===== src/rtl/iq_demod_pkg.sv =====
// Shared widths, saturation limits and carrier-table generators for the I/Q demodulator.
// Tables are elaborated from constant functions so they track SAMPLE_W / LUT_AW.
package iq_demod_pkg;

  localparam int unsigned DefSampleW = 8;
  localparam int unsigned DefLutAw   = 8;
  localparam int unsigned DefAccW    = 24;
  localparam int unsigned DefProdW   = 2 * DefSampleW;

  localparam logic signed [DefAccW-1:0] DefAccMax = {1'b0, {(DefAccW-1){1'b1}}};
  localparam logic signed [DefAccW-1:0] DefAccMin = {1'b1, {(DefAccW-1){1'b0}}};

  localparam real Pi = 3.14159265358979323846;

  function automatic int carrier_amp(int unsigned sample_w);
    return (1 << (sample_w - 1)) - 1;
  endfunction

  // int'() of a real rounds to nearest, which is the table definition.
  function automatic int cos_entry(int unsigned sample_w, int unsigned lut_aw, int unsigned k);
    real ang;
    ang = 2.0 * Pi * real'(k) / real'(1 << lut_aw);
    return int'(real'(carrier_amp(sample_w)) * $cos(ang));
  endfunction

  function automatic int sin_entry(int unsigned sample_w, int unsigned lut_aw, int unsigned k);
    real ang;
    ang = 2.0 * Pi * real'(k) / real'(1 << lut_aw);
    return int'(real'(carrier_amp(sample_w)) * $sin(ang));
  endfunction

endpackage


===== src/rtl/iq_carrier_rom.sv =====
// Cosine/sine carrier ROM with a registered read (one cycle from phase to cos_val/sin_val).
module iq_carrier_rom
  import iq_demod_pkg::*;
#(
  parameter int unsigned SAMPLE_W = DefSampleW,
  parameter int unsigned LUT_AW   = DefLutAw
) (
  input  logic                       clk,
  input  logic                       reset_n,
  input  logic [LUT_AW-1:0]          phase,
  output logic signed [SAMPLE_W-1:0] cos_val,
  output logic signed [SAMPLE_W-1:0] sin_val
);

  localparam int Depth = 1 << LUT_AW;

  logic signed [SAMPLE_W-1:0] cos_tbl [Depth];
  logic signed [SAMPLE_W-1:0] sin_tbl [Depth];

  for (genvar k = 0; k < Depth; k++) begin : g_tbl
    assign cos_tbl[k] = SAMPLE_W'(cos_entry(SAMPLE_W, LUT_AW, k));
    assign sin_tbl[k] = SAMPLE_W'(sin_entry(SAMPLE_W, LUT_AW, k));
  end

  always_ff @(posedge clk or negedge reset_n) begin
    if (!reset_n) begin
      cos_val <= '0;
      sin_val <= '0;
    end else begin
      cos_val <= cos_tbl[phase];
      sin_val <= sin_tbl[phase];
    end
  end

endmodule


===== src/rtl/iq_demodulator.sv =====
// Coherent I/Q integrate-and-dump demodulator: 4-stage pipeline, saturating accumulators.
// Optional QPSK hard-decision output dec_bits when IQ_DEMOD_DECISION_EN is defined.
module iq_demodulator
  import iq_demod_pkg::*;
#(
  parameter int unsigned SAMPLE_W   = DefSampleW,
  parameter int unsigned LUT_AW     = DefLutAw,
  parameter int unsigned ACC_W      = DefAccW,
  parameter int unsigned SYMBOL_LEN = 256
) (
  input  logic                       clk,
  input  logic                       reset_n,
  input  logic                       sample_valid,
  input  logic signed [SAMPLE_W-1:0] sample_in,
  input  logic                       sym_sync,
  input  logic [LUT_AW-1:0]          phase_offset,
  output logic signed [ACC_W-1:0]    i_out,
  output logic signed [ACC_W-1:0]    q_out,
  output logic                       sym_valid,
  output logic                       overflow
`ifdef IQ_DEMOD_DECISION_EN
  ,
  output logic [1:0]                 dec_bits
`endif
);

  localparam int unsigned ProdW = 2 * SAMPLE_W;
  localparam int unsigned CntW  = $clog2(SYMBOL_LEN);
  localparam logic [CntW-1:0] CntLast = CntW'(SYMBOL_LEN - 1);
  localparam logic signed [ACC_W-1:0] AccMax = {1'b0, {(ACC_W-1){1'b1}}};
  localparam logic signed [ACC_W-1:0] AccMin = {1'b1, {(ACC_W-1){1'b0}}};

  logic [LUT_AW-1:0] phase_q, phase_d, phase_cur;
  logic [CntW-1:0]   cnt_q, cnt_d, cnt_cur;

  logic                       s0_valid_q, s0_last_q, s0_sync_q;
  logic signed [SAMPLE_W-1:0] s0_sample_q;
  logic [LUT_AW-1:0]          s0_phase_q;
  logic                       s1_valid_q, s1_last_q, s1_sync_q;
  logic signed [SAMPLE_W-1:0] s1_sample_q;
  logic signed [SAMPLE_W-1:0] rom_cos, rom_sin;
  logic                       s2_valid_q, s2_last_q, s2_sync_q;
  logic signed [ProdW-1:0]    samp_ext, cos_ext, sin_ext;
  logic signed [ProdW-1:0]    prod_i_q, prod_q_q;

  logic signed [ACC_W-1:0] acc_i_q, acc_q_q, acc_i_base, acc_q_base, sat_i, sat_q;
  logic [ACC_W:0]          sum_i, sum_q;
  logic                    ovf_i, ovf_q;
  logic signed [ACC_W-1:0] i_out_q, q_out_q;
  logic                    sym_valid_q, overflow_q;

  // A qualified sym_sync overrides phase and count for the sample it arrives with.
  always_comb begin
    phase_cur = sym_sync ? phase_offset : phase_q;
    cnt_cur   = sym_sync ? '0 : cnt_q;
    phase_d   = phase_q;
    cnt_d     = cnt_q;
    if (sample_valid) begin
      phase_d = phase_cur + 1'b1;
      cnt_d   = (cnt_cur == CntLast) ? '0 : cnt_cur + 1'b1;
    end
  end

  always_ff @(posedge clk or negedge reset_n) begin
    if (!reset_n) begin
      phase_q     <= '0;
      cnt_q       <= '0;
      s0_valid_q  <= 1'b0;
      s0_last_q   <= 1'b0;
      s0_sync_q   <= 1'b0;
      s0_sample_q <= '0;
      s0_phase_q  <= '0;
      s1_valid_q  <= 1'b0;
      s1_last_q   <= 1'b0;
      s1_sync_q   <= 1'b0;
      s1_sample_q <= '0;
      s2_valid_q  <= 1'b0;
      s2_last_q   <= 1'b0;
      s2_sync_q   <= 1'b0;
      prod_i_q    <= '0;
      prod_q_q    <= '0;
    end else begin
      phase_q     <= phase_d;
      cnt_q       <= cnt_d;
      s0_valid_q  <= sample_valid;
      s0_last_q   <= sample_valid & (cnt_cur == CntLast);
      s0_sync_q   <= sample_valid & sym_sync;
      s0_sample_q <= sample_in;
      s0_phase_q  <= phase_cur;
      s1_valid_q  <= s0_valid_q;
      s1_last_q   <= s0_last_q;
      s1_sync_q   <= s0_sync_q;
      s1_sample_q <= s0_sample_q;
      s2_valid_q  <= s1_valid_q;
      s2_last_q   <= s1_last_q;
      s2_sync_q   <= s1_sync_q;
      prod_i_q    <= samp_ext * cos_ext;
      prod_q_q    <= samp_ext * sin_ext;
    end
  end

  iq_carrier_rom #(
    .SAMPLE_W(SAMPLE_W),
    .LUT_AW  (LUT_AW)
  ) u_rom (
    .clk    (clk),
    .reset_n(reset_n),
    .phase  (s0_phase_q),
    .cos_val(rom_cos),
    .sin_val(rom_sin)
  );

  assign samp_ext = {{SAMPLE_W{s1_sample_q[SAMPLE_W-1]}}, s1_sample_q};
  assign cos_ext  = {{SAMPLE_W{rom_cos[SAMPLE_W-1]}}, rom_cos};
  assign sin_ext  = {{SAMPLE_W{rom_sin[SAMPLE_W-1]}}, rom_sin};

  // One guard bit; a mismatch between the top two sum bits means the result left range.
  always_comb begin
    acc_i_base = s2_sync_q ? '0 : acc_i_q;
    acc_q_base = s2_sync_q ? '0 : acc_q_q;
    sum_i = {acc_i_base[ACC_W-1], acc_i_base} + {{(ACC_W+1-ProdW){prod_i_q[ProdW-1]}}, prod_i_q};
    sum_q = {acc_q_base[ACC_W-1], acc_q_base} + {{(ACC_W+1-ProdW){prod_q_q[ProdW-1]}}, prod_q_q};
    ovf_i = sum_i[ACC_W] != sum_i[ACC_W-1];
    ovf_q = sum_q[ACC_W] != sum_q[ACC_W-1];
    sat_i = ovf_i ? (sum_i[ACC_W] ? AccMin : AccMax) : sum_i[ACC_W-1:0];
    sat_q = ovf_q ? (sum_q[ACC_W] ? AccMin : AccMax) : sum_q[ACC_W-1:0];
  end

  always_ff @(posedge clk or negedge reset_n) begin
    if (!reset_n) begin
      acc_i_q     <= '0;
      acc_q_q     <= '0;
      i_out_q     <= '0;
      q_out_q     <= '0;
      sym_valid_q <= 1'b0;
      overflow_q  <= 1'b0;
    end else begin
      sym_valid_q <= 1'b0;
      if (s2_valid_q) begin
        if (ovf_i || ovf_q) overflow_q <= 1'b1;
        if (s2_last_q) begin
          i_out_q     <= sat_i;
          q_out_q     <= sat_q;
          sym_valid_q <= 1'b1;
          acc_i_q     <= '0;
          acc_q_q     <= '0;
        end else begin
          acc_i_q <= sat_i;
          acc_q_q <= sat_q;
        end
      end
    end
  end

  assign i_out     = i_out_q;
  assign q_out     = q_out_q;
  assign sym_valid = sym_valid_q;
  assign overflow  = overflow_q;

`ifdef IQ_DEMOD_DECISION_EN
  logic [1:0] dec_bits_q;

  always_ff @(posedge clk or negedge reset_n) begin
    if (!reset_n) begin
      dec_bits_q <= 2'b00;
    end else if (s2_valid_q && s2_last_q) begin
      dec_bits_q <= {sat_i[ACC_W-1], sat_q[ACC_W-1]};
    end
  end

  assign dec_bits = dec_bits_q;
`endif

endmodule


===== config.mk =====
export PLATFORM = sky130hd
export DESIGN_NAME = iq_demodulator
export DESIGN_NICKNAME = d
export VERILOG_FILES = /design/src/rtl/iq_demod_pkg.sv /design/src/rtl/iq_carrier_rom.sv /design/src/rtl/iq_demodulator.sv
export SDC_FILE = /design/constraint.sdc
export NUM_CORES = 1
export LEC_CHECK = 0
export CORE_ASPECT_RATIO = 1.5
export CORE_MARGIN = 8
export CORE_UTILIZATION = 55
export CTS_CLUSTER_DIAMETER = 200
export DETAILED_ROUTE_END_ITERATION = 7
export PLACE_DENSITY = 0.73
export SETUP_SLACK_MARGIN = 0.1
export SYNTH_ARGS = -nofsm -noshare
export SYNTH_HDL_FRONTEND = slang
export SYNTH_HIERARCHICAL = 1
export SYNTH_SLANG_ARGS = --single-unit

===== constraint.sdc =====
create_clock -name clk -period 5.3 [get_ports clk]
set_input_delay 1.59 -clock clk [delete_from_list [all_inputs] [get_ports clk]]
set_output_delay 1.59 -clock clk [all_outputs]
set_load 0.005 [all_outputs]

==> run_results.csv, run 1 <==
group,metric,value,unit
sta,period_share,0.9258,
clock_network,ctsLongestPathBuffers,2,
clock_network,h-tree-depth,4,
clock_network,ctsResizeCount,0,
route,wl_per_cell,17.95,um
clock_network,clk_latency,460,ps
placed_design,hpwl,31.47,mm
sta,setup_viol,0,
sta,hold_viol_final,0,
logic_synthesis,synth.distinct_cells,102,
worst_setup_path,arrival,5240,ps
route,routed_via_density,5.850,
worst_setup_path,crit_required,5640,ps
route,drcViolationCount,0,
logic_synthesis,syn_nets,2132,
logic_synthesis,ys_seq_elements,195,
finish,drive_gt1_frac,0.06936,
route,drtIter0Drc,605,
route,wl_met3,1.641,mm
logic_synthesis,synth_top_area_frac,0.2830,
sta,rsz0062_at_grt,"false",
logic_synthesis,avgSynthCellArea,9.172,um^2
logic_synthesis,syn-instance-count,1880,
route,highest_layer,"met5",
finish,post-route-util,0.6019,
floorplan,rows,79,
sta,skew,12.78,ps
route,drt-total-wl,41.43,mm
logic_synthesis,postSynth.asyncResetShare,1.000,
sta,tightestPinTransition,761.1,ps
global_route,antenna_found_initial,1,
logic_synthesis,yosys.area.top_type,"dfrtp_1",
flow_run,maxCapViolations,0,
clock_network,holdBufCountCts,0,
clock_network,cts_sinks,195,
placed_design,place_area,0.01808,mm^2
placed_design,dpl.cell_count,2277,
floorplan,dieArea,0.03739,mm^2
sta,drv_slew,0,
floorplan,coreArea,0.03094,mm^2
route,met1_length,15.88,mm
worst_setup_path,path_class,"reg2reg",
sta,max-slew-margin-rel,0.4926,
finish,layout.nets,2143,
route,wl_met2,22.07,mm
floorplan,die_h,232.9,um
worst_setup_path,cp-end-kind,"flip-flop",
logic_synthesis,ys.flop_type,"dfrtp_1",
clock_network,root_buffer,"clkbuf_16",
sta,max_freq,0.2038,GHz
finish,diodes,0,
route,ant_nets,0,
run_status,status,"finished clean",
floorplan,initial_utilization,0.5573,
placed_design,gp_congestion,0.9981,
sta,final.min_clock_period,4907,ps
global_route,grt_use_total,0.2300,
floorplan,io_pins,70,
route,vias,13500,
clock_network,numCtsBuffers,17,
floorplan,chipWidth,160.6,um
logic_synthesis,ys_seq_area_frac,0.2830,
clock_network,post_cts_buffers,0,
finish,instances_no_fill,2308,
logic_synthesis,yosys-top-cells-area,"dfrtp_1 (28%), fa_1 (13%), ha_1 (8.7%)",
route,detail_route.first_pass.iterations,5,
min_path,hold_path.class,"reg2reg",
worst_setup_path,cp_max_fo,16,
global_route,grt_max_degree,100,
sta,fin_tns_setup,0,ps
global_route,grt_pass1_wl,70.07,mm
clock_network,clkTransAtPathRegs,70,ps
global_route,grt.overflow.total,0,
logic_synthesis,netlist_area,0.01724,mm^2
worst_setup_path,cp-start-kind,"flip-flop",
min_path,hold_path.startpoint,"s1_valid_q$_DFF_PN0_",
worst_setup_path,r2r-start,"s1_sample_q[6]$_DFF_PN0_",
logic_synthesis,yosys_warnings,6,
worst_setup_path,crit_path_start,"s1_sample_q[6]$_DFF_PN0_",
finish,stdcell_area,0.01862,mm^2
clock_network,cts_tree,"done",
logic_synthesis,synth_edf_count,0,
global_route,grt_pass1_vias,14130,
finish,syn_to_final_growth,8.004,%
placed_design,io_buffers,69,
[logic make-up after synthesis]
group | Yosys count | share of synthesized area
AND/OR/NAND/NOR | 579 | 0.1715
AO/OA/AOI/OAI | 453 | 0.1892
buffers and inverters | 304 | 0.07438
adder cells (fa/ha/maj) | 232 | 0.2171
flip-flops | 195 | 0.2830
XOR/XNOR | 80 | 0.04107
multiplexers | 37 | 0.02380
[worst paths after layout]
kind                                           endpoint  slack [ps]  cells past startpoint
max in group asynchronous       s0_phase_q[3]$_DFF_PN0_        3280                      2
worst min-delay path               s2_valid_q$_DFF_PN0_         350                      0
worst min register to register     s2_valid_q$_DFF_PN0_         350                      0
worst max register to register   prod_q_q[15]$_DFF_PN0_         390                     17
worst max-delay path             prod_q_q[15]$_DFF_PN0_         390                     17
min in group asynchronous           sym_valid$_DFF_PN0_        1070                      1
[cell usage in the layout (no fill, tap or decap), drive strengths merged, types with 35 or more instances in the layout]
cell and n:
nand2 172, xnor2 53, nand2b 35, clkdlybuf4s50 68, nor2b 71, a21oi 100
inv 215, nor2 100, dfrtp 195, fa 112, ha 120, and2 102
o21ai 103
[registers in the layout, summed over array words and instances (netlist names), 8 cells and up]
signal and count:
acc_i_q 24, acc_q_q 24, i_out 24, q_out 24
prod_i_q 16, prod_q_q 16, cnt_q 8, phase_q 8
s0_phase_q 8, s0_sample_q 8, s1_sample_q 8, u_rom/cos_val 8
u_rom/sin_val 8
[area by class of cell]
class | count | area, um^2
clock buffer | 18 | 429.2
clock inverter | 13 | 110.1
fill | 2655 | 12320
inverter | 213 | 799.5
multi-input combinational | 1381 | 11080
sequential | 195 | 4882
tap | 405 | 506.7
timing repair buffer | 83 | 812.0
[critical path: stages, from the launching register on]
cell,delay (ps)
dfrtp_1,560
and2_1,240
fa_1,500
inv_1,50
fa_1,500
inv_1,60
fa_1,530
inv_1,50
fa_1,470
inv_1,50
ha_1,310
nand2b_1,80
a21boi_0,100
o311ai_0,450
a21boi_0,170
o21a_1,210
o41a_1,320
xnor2_1,130
[through the flow]
step / setup slack [ps] / hold WS [ps]
floorplan: 756.3 / 331.2
global placement: 505.4 / 335.5
detailed placement: 387.2 / 334.7
CTS: 382.4 / 351.2
global route: 143.2 / 356.6
finish: 393.3 / 350.0
[metal layers]
layer | track usage | vias up
li1 | - | 6386
met1 | 0.2461 | 6648
met2 | 0.4281 | 352
met3 | 0.03626 | 113
met4 | 0.1204 | 2
met5 | 0 | -
[Yosys cell counts (all sizes together) (49+ instances only)]
cell type  number
inv           212
xnor2          53
and2          102
clkbuf         49
ha            120
fa            112
a21oi         100
nor2          100
o21ai         103
dfrtp         195
nor2b          71
nand2         172
Power of run 1 is not shown: default switching activity piles up to over one toggle a cycle in this logic, so the estimate is an artifact.
==> run 2, diff against run 1 <==
--- a/config.mk
+++ b/config.mk
@@ -5,12 +5,13 @@
 export SDC_FILE = /design/constraint.sdc
 export NUM_CORES = 1
 export LEC_CHECK = 0
+export CAP_MARGIN = 20
 export CORE_ASPECT_RATIO = 1.5
 export CORE_MARGIN = 8
-export CORE_UTILIZATION = 55
+export CORE_UTILIZATION = 60
 export CTS_CLUSTER_DIAMETER = 200
 export DETAILED_ROUTE_END_ITERATION = 7
-export PLACE_DENSITY = 0.73
+export PLACE_DENSITY = 0.79
 export SETUP_SLACK_MARGIN = 0.1
 export SYNTH_ARGS = -nofsm -noshare
 export SYNTH_HDL_FRONTEND = slang
==> run 2 against run 1 <==
Non-clock buffer count did not move. Sequential share of layout area about the same. Flip-flop and latch count is the same. Core utilization grew 5.0 points. Clock skew decreased by 0.51 ps. Worst hold slack hardly changed. Highest routed layer is now met4.
==> run_results.csv, run 2 (synthesis results as in run 1) <==
group,metric,value,unit
finish,layout.nets,2143,
finish,ff_latch_area,0.004882,mm^2
min_path,hold_depth,0,
min_path,min_to,"s1_last_q$_DFF_PN0_",
finish,diodes,0,
min_path,hold_path.class,"reg2reg",
placed_design,dp_slack,447.8,ps
clock_network,post_cts_buffers,0,
clock_network,numCtsBuffers,17,
finish,layout_common_cells,"inv_1 (212), dfrtp_1 (193), nand2_1 (168), ha_1 (120), fa_1 (112)",
sta,final.min_clock_period,4888,ps
floorplan,die_h,223.6,um
route,routed_via_density,6.038,
global_route,grt_max_degree,94,
worst_setup_path,r2r-end,"prod_q_q[15]$_DFF_PN0_",
worst_setup_path,cp-end-kind,"flip-flop",
floorplan,io_pins,70,
worst_setup_path,r2r-start,"s1_sample_q[5]$_DFF_PN0_",
worst_setup_path,max_stage_delay,560,ps
clock_network,cts_tree,"done",
worst_setup_path,arrival,5230,ps
route,wl_per_cell,17.95,um
worst_setup_path,cp-start-kind,"flip-flop",
placed_design,io_buffers,69,
sta,fin_tns_setup,0,ps
finish,drive_gt1_frac,0.07038,
finish,post-route-util,0.6520,
finish,multi_input_area,0.01108,mm^2
placed_design,gp_congestion,0.9870,
sta,rsz0062_at_grt,"false",
run_status,status,"finished clean",
sta,setup_slack,411.8,ps
route,vias,13620,
min_path,hold_path.startpoint,"s0_last_q$_DFF_PN0_",
global_route,grt.overflow.total,0,
global_route,grt_pass1_wl,67.10,mm
sta,hold_viol_final,0,
sta,drv_slew,0,
route,drt-total-wl,40.47,mm
clock_network,cts_sinks,195,
clock_network,root_buffer,"clkbuf_16",
floorplan,rows,76,
clock_network,ctsResizeCount,0,
sta,period_share,0.9223,
worst_setup_path,crit_buf_inv,4,
worst_setup_path,path_delay_family,"adder cells",
sta,max_freq,0.2046,GHz
global_route,antenna_found_initial,0,
route,drtIter0Drc,729,
sta,setup_viol,0,
sta,skew,12.27,ps
global_route,grt_pass1_vias,14110,
worst_setup_path,path_class,"reg2reg",
clock_network,h-tree-depth,4,
route,detail_route.first_pass.iterations,7,
worst_setup_path,rr_worst_depth,17,
route,ant_nets,0,
flow_run,maxCapViolations,0,
floorplan,initial_utilization,0.6044,
floorplan,dieArea,0.03453,mm^2
worst_setup_path,regToRegSetupSlack,410,ps
sta,tightestPinTransition,833.0,ps
clock_network,holdBufCountCts,0,
clock_network,clkTransAtPathRegs,70,ps
finish,final_common_cell,"inv_1",
worst_setup_path,crit_chain,"and2_1 > fa_1 > inv_1 > fa_1 > inv_1 > fa_1 > inv_1 > fa_1 > inv_1 > ha_1 > nand2b_1 > a21boi_0 > o311ai_0 > a21boi_0 > o21a_1 > o41a_1 > xnor2_1",
worst_setup_path,cp_max_fo,16,
clock_network,clk_latency,460,ps
clock_network,ctsLongestPathBuffers,2,
route,drcViolationCount,0,
worst_setup_path,crit_required,5640,ps
placed_design,hpwl,30.67,mm
floorplan,chipWidth,154.4,um
floorplan,coreArea,0.02853,mm^2
finish,nFillCells,2323,
finish,syn_to_final_growth,7.866,%
sta,max-slew-margin-rel,0.4429,
global_route,grt_use_total,0.2385,
worst_setup_path,critPathSlowestCell,"dfrtp_1",
run 2: cell types whose count changed in the layout (fill, tap and decap cells not counted), sizes merged:
cell	before	now
inv	215	218
clkinv	8	9
bufinv	1	0
clkinvlp	2	0
run 2: area by class of cell:
type                            count  share of cell area
Inverter                          213             0.04299
Clock inverter                     14            0.007736
Timing Repair Buffer               83             0.04366
Sequential cell                   195              0.2625
Multi-Input combinational cell   1381              0.5959
Tap cell                          351             0.02361
Clock buffer                       18             0.02361
run 2: routing by layer:
metal / vias to the layer above / share of wire / track usage
li1: 6406 / - / -
met5: - / 0 / 0
met2: 451 / 0.54 / 0.4455
met4: 0 / 0.051 / 0.1408
met1: 6621 / 0.37 / 0.2487
met3: 137 / 0.045 / 0.03492
run 2: worst reg2reg max path: cells and delay by family (launching register included):
kind	cells	cell delay (ps)
DFF	1	560
buffers and inverters	4	200
adders and majority gates	5	2320
xor gates and xnor gates	1	140
and+or+nand+nor	2	340
AOI/OAI and AO/OA	5	1230
run 2: worst max-delay path by stage:
stage | start | endpoint | cells after the start
after CTS | s1_sample_q[5]$_DFF_PN0_ | prod_q_q[15]$_DFF_PN0_ | 17
after global placement | s1_sample_q[5]$_DFF_PN0_ | prod_q_q[15]$_DFF_PN0_ | 17
final | s1_sample_q[5]$_DFF_PN0_ | prod_q_q[15]$_DFF_PN0_ | 17
after floorplan | s1_sample_q[6]$_DFF_PN0_ | prod_q_q[15]$_DFF_PN0_ | 18
after global routing | s1_sample_q[3]$_DFF_PN0_ | prod_q_q[15]$_DFF_PN0_ | 17
after detailed placement | s1_sample_q[5]$_DFF_PN0_ | prod_q_q[15]$_DFF_PN0_ | 17
run 2: per-stage QoR:
stage / instances / hold slack [ps] / area (um^2)
2_1_floorplan: 1880 / 331.2 / 17240
3_3_place_gp: 2223 / 333.4 / 18020
3_5_place_dp: 2223 / 334.7 / 18020
4_1_cts: 2255 / 352.3 / 18600
5_1_grt: 2255 / 355.7 / 18600
6_report: 2255 / 349.6 / 18600
Power of run 2 is left out for the same reason.
